## config.mk

```make
export PLATFORM = sky130hd
export DESIGN_NAME = uart_rx_flat
export DESIGN_NICKNAME = d
export VERILOG_FILES = /design/src/rtl/uart_rx_if.sv /design/src/rtl/uart_rx.sv /design/src/flat_wrapper.sv
export SDC_FILE = /design/constraint.sdc
export NUM_CORES = 1
export LEC_CHECK = 0
export ABC_AREA = 1
export CAP_MARGIN = 40
export CORE_ASPECT_RATIO = 1.5
export CORE_MARGIN = 10
export CORE_UTILIZATION = 27
export CTS_BUF_LIST = sky130_fd_sc_hd__clkbuf_16
export CTS_CLUSTER_SIZE = 28
export DETAILED_ROUTE_END_ITERATION = 7
export GPL_TIMING_DRIVEN = 0
export SLEW_MARGIN = 20
export SYNTH_ARGS = -nofsm -noshare
export SYNTH_HDL_FRONTEND = slang
export SYNTH_SLANG_ARGS = --single-unit
```

## constraint.sdc

```tcl
create_clock -name clk -period 3.07 [get_ports clk]
set_input_delay 0.614 -clock clk [delete_from_list [all_inputs] [get_ports clk]]
set_output_delay 0.614 -clock clk [all_outputs]
set_load 0.005 [all_outputs]
```

## src/rtl/uart_rx_if.sv

```systemverilog
// uart_rx_if: serial line into the receiver and received word/status out.
// master: drives RxD, observes results. slave: the receiver itself.
interface uart_rx_if #(
    parameter int DATA_WIDTH = 8
);
    logic                  RxD;
    logic [DATA_WIDTH-1:0] RxData;
    logic                  valid;
    logic                  parity_err;
    logic                  frame_err;
    logic                  busy;

    modport master (
        output RxD,
        input  RxData,
        input  valid,
        input  parity_err,
        input  frame_err,
        input  busy
    );

    modport slave (
        input  RxD,
        output RxData,
        output valid,
        output parity_err,
        output frame_err,
        output busy
    );
endinterface

```

## src/rtl/uart_rx.sv

```systemverilog
// uart_rx: 8E1-style receiver (start, data MSB-first, even parity, stop).
// Ports: clk, reset (async, active-low), bus (uart_rx_if.slave):
//   RxD in; RxData, valid, parity_err, frame_err, busy out.
// Option: define UART_RX_MAJORITY_VOTE_EN for 2-of-3 voting per bit.
module uart_rx #(
    parameter int CLK_FREQ   = 100_000_000,
    parameter int BAUD_RATE  = 115_200,
    parameter int DATA_WIDTH = 8
) (
    input  logic     clk,
    input  logic     reset,
    uart_rx_if.slave bus
);
    localparam int CYCLES_PER_BIT = CLK_FREQ / BAUD_RATE;
    localparam int HALF_BIT       = CYCLES_PER_BIT / 2;

`ifdef UART_RX_MAJORITY_VOTE_EN
    // Decision lands one cycle after the nominal sample point, so the
    // counter must reach CYCLES_PER_BIT and reloads with 1 to keep the
    // bit period unchanged.
    localparam int VOTE_LAG = 1;
    localparam int CW       = $clog2(CYCLES_PER_BIT + 1);
`else
    localparam int VOTE_LAG = 0;
    localparam int CW       = $clog2(CYCLES_PER_BIT);
`endif

    localparam int BW = (DATA_WIDTH > 1) ? $clog2(DATA_WIDTH) : 1;

    localparam logic [CW-1:0] START_HIT  = CW'(HALF_BIT - 1 + VOTE_LAG);
    localparam logic [CW-1:0] BIT_HIT    = CW'(CYCLES_PER_BIT - 1 + VOTE_LAG);
    localparam logic [CW-1:0] CNT_RELOAD = CW'(VOTE_LAG);
    localparam logic [BW-1:0] LAST_IDX   = BW'(DATA_WIDTH - 1);

    localparam logic [2:0] S_IDLE   = 3'd0;
    localparam logic [2:0] S_START  = 3'd1;
    localparam logic [2:0] S_DATA   = 3'd2;
    localparam logic [2:0] S_PARITY = 3'd3;
    localparam logic [2:0] S_STOP   = 3'd4;

    logic                  sync1_q;
    logic                  sync2_q;
    logic                  prev_q;
    logic                  rx_s;
    logic                  smp;

    logic [2:0]            state_q, state_d;
    logic [CW-1:0]         cnt_q, cnt_d;
    logic [BW-1:0]         idx_q, idx_d;
    logic [DATA_WIDTH-1:0] shift_q, shift_d;
    logic                  par_q, par_d;
    logic [DATA_WIDTH-1:0] rxdata_q, rxdata_d;
    logic                  valid_q, valid_d;
    logic                  perr_q, perr_d;
    logic                  ferr_q, ferr_d;

    assign rx_s = sync2_q;

    // Two-flop synchronizer plus one cycle of history for edge detect.
    always_ff @(posedge clk or negedge reset) begin
        if (!reset) begin
            sync1_q <= 1'b1;
            sync2_q <= 1'b1;
            prev_q  <= 1'b1;
        end else begin
            sync1_q <= bus.RxD;
            sync2_q <= sync1_q;
            prev_q  <= sync2_q;
        end
    end

`ifdef UART_RX_MAJORITY_VOTE_EN
    logic prev2_q;

    always_ff @(posedge clk or negedge reset) begin
        if (!reset) begin
            prev2_q <= 1'b1;
        end else begin
            prev2_q <= prev_q;
        end
    end

    // At count target+1: prev2 = sample@target-1, prev = @target.
    assign smp = (prev2_q & prev_q)
               | (prev2_q & rx_s)
               | (prev_q  & rx_s);
`else
    assign smp = rx_s;
`endif

    always_comb begin
        state_d  = state_q;
        cnt_d    = cnt_q + CW'(1);
        idx_d    = idx_q;
        shift_d  = shift_q;
        par_d    = par_q;
        rxdata_d = rxdata_q;
        valid_d  = 1'b0;
        perr_d   = perr_q;
        ferr_d   = ferr_q;

        case (state_q)
            S_IDLE: begin
                cnt_d = '0;
                idx_d = '0;
                if (prev_q && !rx_s) begin
                    state_d = S_START;
                end
            end
            S_START: begin
                if (cnt_q == START_HIT) begin
                    cnt_d   = CNT_RELOAD;
                    state_d = smp ? S_IDLE : S_DATA;
                end
            end
            S_DATA: begin
                if (cnt_q == BIT_HIT) begin
                    cnt_d   = CNT_RELOAD;
                    shift_d = (shift_q << 1) | DATA_WIDTH'(smp);
                    idx_d   = idx_q + BW'(1);
                    if (idx_q == LAST_IDX) begin
                        state_d = S_PARITY;
                    end
                end
            end
            S_PARITY: begin
                if (cnt_q == BIT_HIT) begin
                    cnt_d   = CNT_RELOAD;
                    par_d   = smp;
                    state_d = S_STOP;
                end
            end
            S_STOP: begin
                // Leave at mid-stop so a start edge in its second
                // half is caught from IDLE.
                if (cnt_q == BIT_HIT) begin
                    cnt_d    = '0;
                    state_d  = S_IDLE;
                    valid_d  = 1'b1;
                    rxdata_d = shift_q;
                    perr_d   = (^shift_q) != par_q;
                    ferr_d   = !smp;
                end
            end
            default: begin
                state_d = S_IDLE;
                cnt_d   = '0;
                idx_d   = '0;
            end
        endcase
    end

    always_ff @(posedge clk or negedge reset) begin
        if (!reset) begin
            state_q  <= S_IDLE;
            cnt_q    <= '0;
            idx_q    <= '0;
            shift_q  <= '0;
            par_q    <= 1'b0;
            rxdata_q <= '0;
            valid_q  <= 1'b0;
            perr_q   <= 1'b0;
            ferr_q   <= 1'b0;
        end else begin
            state_q  <= state_d;
            cnt_q    <= cnt_d;
            idx_q    <= idx_d;
            shift_q  <= shift_d;
            par_q    <= par_d;
            rxdata_q <= rxdata_d;
            valid_q  <= valid_d;
            perr_q   <= perr_d;
            ferr_q   <= ferr_d;
        end
    end

    assign bus.RxData     = rxdata_q;
    assign bus.valid      = valid_q;
    assign bus.parity_err = perr_q;
    assign bus.frame_err  = ferr_q;
    assign bus.busy       = (state_q != S_IDLE);
endmodule

```

## src/flat_wrapper.sv

```systemverilog
// flat-port wrapper written by rule: the top's interface ports become plain ports
module uart_rx_flat 
#(
    parameter int CLK_FREQ   = 100_000_000,
    parameter int BAUD_RATE  = 115_200,
    parameter int DATA_WIDTH = 8
)
  (clk, reset, bus_RxD, bus_RxData, bus_valid, bus_parity_err, bus_frame_err, bus_busy);
  uart_rx_if #(.DATA_WIDTH(DATA_WIDTH)) bus_i ();
  input  logic clk;
  input  logic reset;
  input wire logic [$bits(bus_i.RxD)-1:0] bus_RxD;
  output wire logic [$bits(bus_i.RxData)-1:0] bus_RxData;
  output wire logic [$bits(bus_i.valid)-1:0] bus_valid;
  output wire logic [$bits(bus_i.parity_err)-1:0] bus_parity_err;
  output wire logic [$bits(bus_i.frame_err)-1:0] bus_frame_err;
  output wire logic [$bits(bus_i.busy)-1:0] bus_busy;
  assign bus_i.RxD = bus_RxD;
  assign bus_RxData = bus_i.RxData;
  assign bus_valid = bus_i.valid;
  assign bus_parity_err = bus_i.parity_err;
  assign bus_frame_err = bus_i.frame_err;
  assign bus_busy = bus_i.busy;
  uart_rx #(.CLK_FREQ(CLK_FREQ), .BAUD_RATE(BAUD_RATE), .DATA_WIDTH(DATA_WIDTH)) u_core (.clk(clk), .reset(reset), .bus(bus_i));
endmodule
```

==> metrics.cfg, run 1 <==
[die]
rows=37
fp.dieH_um=124
die-width_um=89.1
num_io_pins=15
dieArea_um2=11000
floorplan.core_area_um2=6900
start_util_pct=28.0

[global_routing]
gr-total-overflow=0
grt_pass1_wl_um=6800
grt_max_degree=25
use_met3_pct=2.03
grt_pass1_vias=1524
grt.total_usage_pct=7.88
busiest_layer=met2
use_met2_pct=14.8
grt_use_met1_pct=7.77
antenna_found_initial=0

[clocking]
ctsRootBufferMaster=clkbuf_16
clk_pin_slew_ps=60
numCtsBuffers=5
ctsHoldBuffers=0
clock-sinks=39
ctsResizeCount=0
clock_latency_ps=280
cts_tree=yes
post_cts_buffers=0
clk_path_buf_depth=2
h-tree-depth=2

[cells_and_area]
multi_input_area_um2=807
fin_util_pct=34.2
seq_area_um2=980
num-nets-final=254
drive_above_1_share_pct=16.9
final_cells=326
fillerInstances=697
syn2layout_area_growth_pct=22.2
diodes=0

[critical_path]
cp_max_fo=5
cp.arrival_ps=1490
cp.required_ps=2460
startpoint_type=flip-flop
criticalPathCategory=flip-flop to output pin
endpoint_kind=output pin

[power_and_ir_drop]
cellPowerDensity_nw_per_um2=618
ir_drop_v=0.000338
switchingPower_mw=0.434
power_frac_seq_pct=40.0
clockPowerShare_pct=40.2
p_int_mw=1.03
combPwrFrac_pct=19.8
leakagePower_nw=1.12
netSwitchingFraction_pct=29.7

[route]
ant_nets=0
wirelength_um=3920
route.detailed.drc=0
firstDrtPassIters=4
wire_per_inst_um=12.0
via_per_inst=4.46
drtIter0Drc=56
num_vias=1455

[placed_design]
place_congestion=0.787
dp.cells=318
hpwlAfterDp_um=3000
pre_cts_ws_ps=1240
port_buffers=14

[synth]
yosys.area.top_type=dfrtp_1
yosysTopAreaCellShare_pct=46.6
synth_async_sr_flop_share_pct=100
yosysWarnings=0
synth_edf_count=0
synth-seq-cells=39
syn_nets=232
synth.area.top_cells=dfrtp_1 47%, nand2_1 13%, o21ai_2 7.7%
syn_area_um2=1930
postSynthAreaPerCell_um2=8.59
yosysMostFrequentCell=nand2_1
ys.flop_type=dfrtp_1
synth_cells=225
ys_types=22
synthTopCellsByCount=65 x nand2_1, 36 x dfrtp_1, 28 x inv_1
yosysSeqAreaShare_pct=50.7

[sta]
hold_viol=0
maxSlewHeadroom_pct=71.6
tns_ps=0
finalCritPeriodShare_pct=68.6
min_period_ps=2110
fmax_mhz=475
rsz0062_at_grt=false
report.final.slew_viol_count=0
worst_pin_slew_ps=425
fin_ws_ps=965
skew_ps=4.97
final-setup-viol-count=0

[run_status]
status=finished, final reports clean

[job]
cap_violations=0

[hold_path]
hp-class=input pin to async pin

==> cells by family after synthesis <==
| logic type | Yosys count | synth area share (%) |
|---|---|---|
| AOI/OAI and AO/OA | 25 | 10.2 |
| xor gates and xnor gates | 7 | 3.17 |
| adders and majority gates | 4 | 2.59 |
| buffers and inverters | 35 | 7.57 |
| DFF | 39 | 50.7 |
| and+or+nand+nor | 115 | 25.8 |
==> metal layers <==
layer	part of all wire [%]	wire length, µm	up-vias
met4	1.5	60	0
met5	0	0	-
met3	3.3	131	4
met2	56	2180	13
li1	-	-	751
met1	39	1540	687
==> registers in the layout, indices dropped and copies added (netlist names) <==
name and flops:
u_core.idx_q 3, u_core.bus.valid 1, u_core.sync1_q 1, u_core.bus.parity_err 1, u_core.par_q 1, u_core.bus.RxData 8, u_core.rx_s 1, u_core.shift_q 8
u_core.state_q 3, u_core.cnt_q 10, u_core.prev_q 1, u_core.bus.frame_err 1
==> area by class of cell <==
cell class	instances	area share [%]
well taps	78	4.13
clock buffers	5	5.30
multi-input cells	151	34.2
repair buffers	15	6.89
flip-flops and latches	39	41.5
clock inverters	3	1.85
plain buffers	2	0.953
inverters	33	5.24
==> through the flow <==
step	cell area [µm²]	hold WS, ps	power, mW
after floorplan	1930	318	0.792
after global placement	2170	349	0.885
after detailed placement	2190	349	0.888
after CTS	2360	287	1.48
after global routing	2360	301	1.55
final	2360	270	1.46
==> cell usage in the layout, fill, tap and decap left out, drive strengths merged <==
cell / instances
a21oi: 2
buf: 4
bufinv: 1
clkbuf: 5
clkdlybuf4s50: 13
clkinv: 2
dfrtp: 36
dfstp: 3
ha: 4
inv: 33
nand2: 67
nand3: 18
nand4: 5
nor2: 21
nor3: 3
o211ai: 3
o21ai: 20
or2: 1
xor2: 7
==> power by group through the flow <==
stage	clock (mW)	sequential, mW	combinational [mW]
6_report	0.587	0.584	0.289
5_1_grt	0.622	0.590	0.337
4_1_cts	0.601	0.584	0.296
3_5_place_dp	0	0.594	0.295
3_3_place_gp	0	0.592	0.293
2_1_floorplan	0	0.584	0.208
==> final timing paths <==
check	startpoint	end	slack [ps]	depth (start not counted)
worst min-delay path	reset	u_core.bus.RxData[1]	270	1
worst min register to register	u_core.sync1_q	u_core.rx_s	360	0
worst max-delay path	u_core.state_q[0]	bus_busy	960	3
min in group clk	u_core.sync1_q	u_core.rx_s	360	0
max in group asynchronous	reset	u_core.rx_s	2260	2
worst max register to register	u_core.cnt_q[0]	u_core.cnt_q[7]	1340	8
==> worst max-delay path: stages, from the launching register on <==
cell and delay [ps]:
dfrtp_1 430, nor2_1 240, nand2_1 80, clkdlybuf4s50_1 470
Note: power is estimated with default switching activity, not from simulation.
==> run 2: changes to the inputs <==
Clock period 3.07 ns to 1.8 ns, I/O delays scaled along.
==> metrics.cfg, run 2 (synthesis results as in run 1) <==
[die]
start_util_pct=28.0  ; unchanged
dieArea_um2=11000  ; unchanged
floorplan.core_area_um2=6900  ; unchanged
num_io_pins=15  ; unchanged
die-width_um=89.1  ; unchanged
rows=37  ; unchanged
fp.dieH_um=124  ; unchanged

[critical_path]
critPathSlowestCell=clkdlybuf4s50_1
cp_max_fo=5  ; unchanged
critPathBufInv=1  ; unchanged
criticalPathCategory=flip-flop to output pin
cp.required_ps=1440  ; -1020 ps
startpoint_type=flip-flop
endpoint_kind=output pin
critPathTopFamily=buffers and inverters
cp.arrival_ps=1360  ; -130 ps
cpPeakStageDelay_ps=460  ; about the same
worstPathCellList=nor2_4, nand2_1, clkdlybuf4s50_1

[cells_and_area]
largest_register_ffs=10  ; unchanged
diodes=0  ; unchanged
fillerInstances=690  ; -1.0%
num-nets-final=257  ; +1.2%
syn2layout_area_growth_pct=24.2
largest-register=u_core.cnt_q
fin_util_pct=34.8  ; +0.56 points
drive_above_1_share_pct=19.5  ; +2.6 points
layout_commonest_cell=nand2_1
mostFrequentLayoutCells=64 x nand2_1, 35 x dfrtp_1, 28 x inv_1

[clocking]
clk_path_buf_depth=2  ; unchanged
cts_tree=yes
ctsRootBufferMaster=clkbuf_16
h-tree-depth=2  ; unchanged
clock-sinks=39  ; unchanged
numCtsBuffers=5  ; unchanged
clk_pin_slew_ps=60  ; about the same
clock_latency_ps=280  ; about the same

[power_and_ir_drop]
cellPowerDensity_nw_per_um2=1060  ; +71%
finalPower_mw=2.54  ; +74%
leakagePower_nw=1.14  ; +1.1%
ir_drop_v=0.000577  ; +71%

[sta]
maxSlewHeadroom_pct=71.6  ; about the same
skew_ps=5.14  ; +0.166 ps
hold_viol=0  ; unchanged
final-setup-viol-count=0  ; unchanged
fmax_mhz=580
report.final.slew_viol_count=0  ; unchanged
worst_pin_slew_ps=425  ; -0.0314 ps
rsz0062_at_grt=false
finalCritPeriodShare_pct=95.8
min_period_ps=1720

[global_routing]
gr-total-overflow=0  ; unchanged
antenna_found_initial=0  ; unchanged
grt_max_degree=25  ; unchanged
grt.total_usage_pct=7.88  ; unchanged
grt_pass1_vias=1523  ; -0.066%
grt_pass1_wl_um=6800  ; unchanged

[route]
ant_nets=0  ; unchanged
firstDrtPassIters=4  ; unchanged
wirelength_um=3950  ; +0.92%
route.detailed.drc=0  ; unchanged
wire_per_inst_um=12.0  ; about the same
drtIter0Drc=71  ; +27%
via_per_inst=4.47  ; about the same
num_vias=1469  ; +0.96%

[job]
cap_violations=0  ; unchanged

[placed_design]
place_congestion=0.787  ; unchanged
port_buffers=14  ; unchanged
hpwlAfterDp_um=3000  ; unchanged

[hold_path]
hp-class=input pin to async pin

[run_status]
status=finished, final reports clean

## run 2: cell types whose count changed in the layout (fill, tap and decap cells not counted), sizes merged
cell | before | now
buf | 4 | 7
## run 2: metrics by stage
stage	setup WS, ps	hold WS, ps	cell area (µm²)	setup TNS, ps	instances
floorplan	379	64.4	1930	0	225
global placement	-677	349	2170	-25070	317
detailed placement	101	329	2190	0	318
CTS	4.85	33.1	2360	0	326
global route	0.214	46.7	2400	0	329
finish	76.2	15.8	2400	0	329
## run 2: what timing repair did
| item | in CTS | in global routing |
|---|---|---|
| pin swaps | 1 | 1 |
| hold buffers | 0 | 0 |
| gates resized for setup | 1 | 5 |
| buffers inserted | 0 | 3 |
| gates cloned | 0 | 0 |
| setup endpoints to repair | 1 | 22 |
## run 2: worst register-to-register path, stage by stage (launching register included)
cell and delay [ps]:
dfrtp_1 400, ha_2 240, nand3_1 140, nor3_4 250, nand2_2 220, buf_6 220
o21ai_2 110
## run 2: layer usage
layer	up-vias	global-route usage (%)	wire length, µm
met3	4	2.03	131
met5	-	0	0
li1	757	-	-
met1	695	7.81	1540
met4	0	3.69	60
met2	13	14.7	2220
## run 2: path summary, 6_finish.rpt
check / startpoint / end / slack (ps) / cells past startpoint
worst min-delay path: reset / u_core.bus.RxData[1] / 20 / 1
worst max register to register: u_core.cnt_q[0] / u_core.bus.RxData[5] / 160 / 6
worst min register to register: u_core.sync1_q / u_core.rx_s / 360 / 0
max in group asynchronous: reset / u_core.rx_s / 1250 / 2
min in group clk: u_core.sync1_q / u_core.rx_s / 360 / 0
worst max-delay path: u_core.state_q[0] / bus_busy / 80 / 3
## run 2: report_power, final
group          internal [mW]  switching, mW
combinational          0.185          0.346
clock                  0.653          0.350
sequential             0.938         0.0680
total                   1.78          0.764
## run 2: cell type report
class | instances | area [µm²] | area share, %
inverter | 33 | 126 | 5.26
clock inverter | 3 | 43.8 | 1.82
multi-input combinational | 151 | 820 | 34.1
sequential | 39 | 981 | 40.9
clock buffer | 5 | 125 | 5.21
tap | 78 | 97.6 | 4.06
timing repair buffer | 18 | 185 | 7.71
buffer | 2 | 22.5 | 0.938
==> run 3: changes to the inputs <==
Settings changed: SETUP_SLACK_MARGIN set to 0.05, SLEW_MARGIN 20 to not set.
Clock period 1.8 ns to 2.1 ns, I/O delays scaled along.
==> metrics.cfg, run 3 (synthesis results as in run 1) <==
[global_routing]
grt_pass1_wl_um=6730  ; -1.1%
busiest_layer=met2
grt_use_met1_pct=8.08  ; +0.27 points
grt.total_usage_pct=7.83  ; -0.055 points
grt_max_degree=36  ; +44%
gr-total-overflow=0  ; unchanged
use_met3_pct=1.83  ; -0.20 points
grt_pass1_vias=1487  ; -2.4%
antenna_found_initial=0  ; unchanged
use_met2_pct=14.1  ; -0.64 points

[clocking]
ctsRootBufferMaster=clkbuf_16
clock_latency_ps=280  ; about the same
ctsResizeCount=0  ; -1
cts_tree=yes
post_cts_buffers=0  ; unchanged
ctsHoldBuffers=1  ; +1
clk_path_buf_depth=2  ; unchanged
clk_pin_slew_ps=60  ; about the same
h-tree-depth=2  ; unchanged
numCtsBuffers=5  ; unchanged
clock-sinks=39  ; unchanged

[hold_path]
hold_path_depth=0
min_to=u_core.rx_s
worstHoldStart=u_core.sync1_q
hp-class=flip-flop to flip-flop

[sta]
min_period_ps=1930
hold_viol=0  ; unchanged
holdWs_ps=362  ; +346 ps
fmax_mhz=519
finalCritPeriodShare_pct=91.7
rsz0062_at_grt=false
maxSlewHeadroom_pct=82.0  ; +10 points
report.final.slew_viol_count=0  ; unchanged
worst_pin_slew_ps=269  ; -156 ps
final-setup-viol-count=0  ; unchanged
skew_ps=6.30  ; +1.17 ps

[placed_design]
port_buffers=14  ; unchanged
hpwlAfterDp_um=2960  ; -1.4%
place_congestion=0.787  ; unchanged

[route]
route.detailed.drc=0  ; unchanged
wire_per_inst_um=11.8  ; -1.4%
ant_nets=0  ; unchanged
firstDrtPassIters=4  ; unchanged
wirelength_um=3870  ; -2.0%
via_per_inst=4.53  ; +1.5%
num_vias=1482  ; +0.88%
drtIter0Drc=60  ; -15%

[die]
die-width_um=89.1  ; unchanged
fp.dieH_um=124  ; unchanged
start_util_pct=28.0  ; unchanged
num_io_pins=15  ; unchanged
rows=37  ; unchanged
floorplan.core_area_um2=6900  ; unchanged
dieArea_um2=11000  ; unchanged

[cells_and_area]
seq_area_um2=980  ; -0.13%
largest_register_ffs=10  ; unchanged
mostFrequentLayoutCells=65 x nand2_1, 36 x dfrtp_1, 28 x inv_1
fin_util_pct=34.3  ; -0.53 points
diodes=0  ; unchanged
fillerInstances=695  ; +0.72%
syn2layout_area_growth_pct=22.3
drive_above_1_share_pct=16.9  ; -2.7 points
largest-register=u_core.cnt_q
num-nets-final=255  ; -0.78%
multi_input_area_um2=807  ; -1.5%
layout_commonest_cell=nand2_1

[critical_path]
reg2reg_setup_slack_ps=360  ; +200 ps
cp.arrival_ps=1510  ; +150 ps
worstReg2RegStart=u_core.cnt_q[0]
endpoint_kind=output pin
rr_worst_depth=8  ; +2
cpPeakStageDelay_ps=470  ; about the same
cp_max_fo=5  ; unchanged
crit_start=u_core.state_q[0]
criticalPathCategory=flip-flop to output pin
critPathSlowestCell=clkdlybuf4s50_1
r2r-end=u_core.cnt_q[7]
worstPathCellList=nor2_1, nand2_1, clkdlybuf4s50_1
cp.required_ps=1680  ; +240 ps
startpoint_type=flip-flop
critPathTopFamily=buffers and inverters
critPathBufInv=1  ; unchanged

[power_and_ir_drop]
ir_drop_v=0.000424  ; -26%
leakagePower_nw=1.13  ; -1.0%
cellPowerDensity_nw_per_um2=906  ; -14%

[run_status]
status=finished, final reports clean

[job]
cap_violations=0  ; unchanged

-- run 3: changes by cell type in the layout (fill, tap and decap cells not counted), sizes merged --
cell / before / now
buf: 7 / 4
dlygate4sd3: 0 / 1
-- run 3: layout make-up --
| type | instances | share of cell area (%) |
|---|---|---|
| inverter | 33 | 5.24 |
| timing repair buffer | 16 | 6.98 |
| clock inverter | 3 | 1.85 |
| multi-input combinational | 151 | 34.1 |
| tap | 78 | 4.13 |
| clock buffer | 5 | 5.29 |
| buffer | 2 | 0.952 |
| sequential | 39 | 41.4 |
-- run 3: worst reg2reg max path: stages, from the launching register on --
cell,delay (ps)
dfrtp_1,390
ha_1,250
inv_1,80
nor2_1,170
nand4_1,210
nand2_1,210
nand2_1,110
inv_2,150
nor2_1,70
-- run 3: worst max path at each step --
stage	end	cells past startpoint
after global placement	u_core.cnt_q[0]	1
after global routing	bus_busy	3
after CTS	bus_busy	3
after detailed placement	u_core.cnt_q[7]	8
after floorplan	u_core.shift_q[5]	7
final	bus_busy	3
-- run 3: through the flow --
step	cells	total power, mW	setup WS, ps	instance area, µm²	setup TNS, ps
2_1_floorplan	225	1.16	679	1930	0
3_3_place_gp	317	1.29	-437	2170	-15710
3_5_place_dp	318	1.30	360	2190	0
4_1_cts	327	2.16	163	2360	0
5_1_grt	327	2.27	114	2360	0
6_report	327	2.14	174	2360	0
-- run 3: where the power goes --
part	internal, mW	switching, mW
sequential	0.802	0.0511
clock	0.560	0.306
combinational	0.138	0.285
-- run 3: layer usage --
metal  vias up  routed length, µm  part of all wire (%)
met5         -                  0                     0
met1       698               1540                    40
met4         0                107                   2.8
li1        754                  -                     -
met3         8                119                   3.1
met2        22               2110                    54
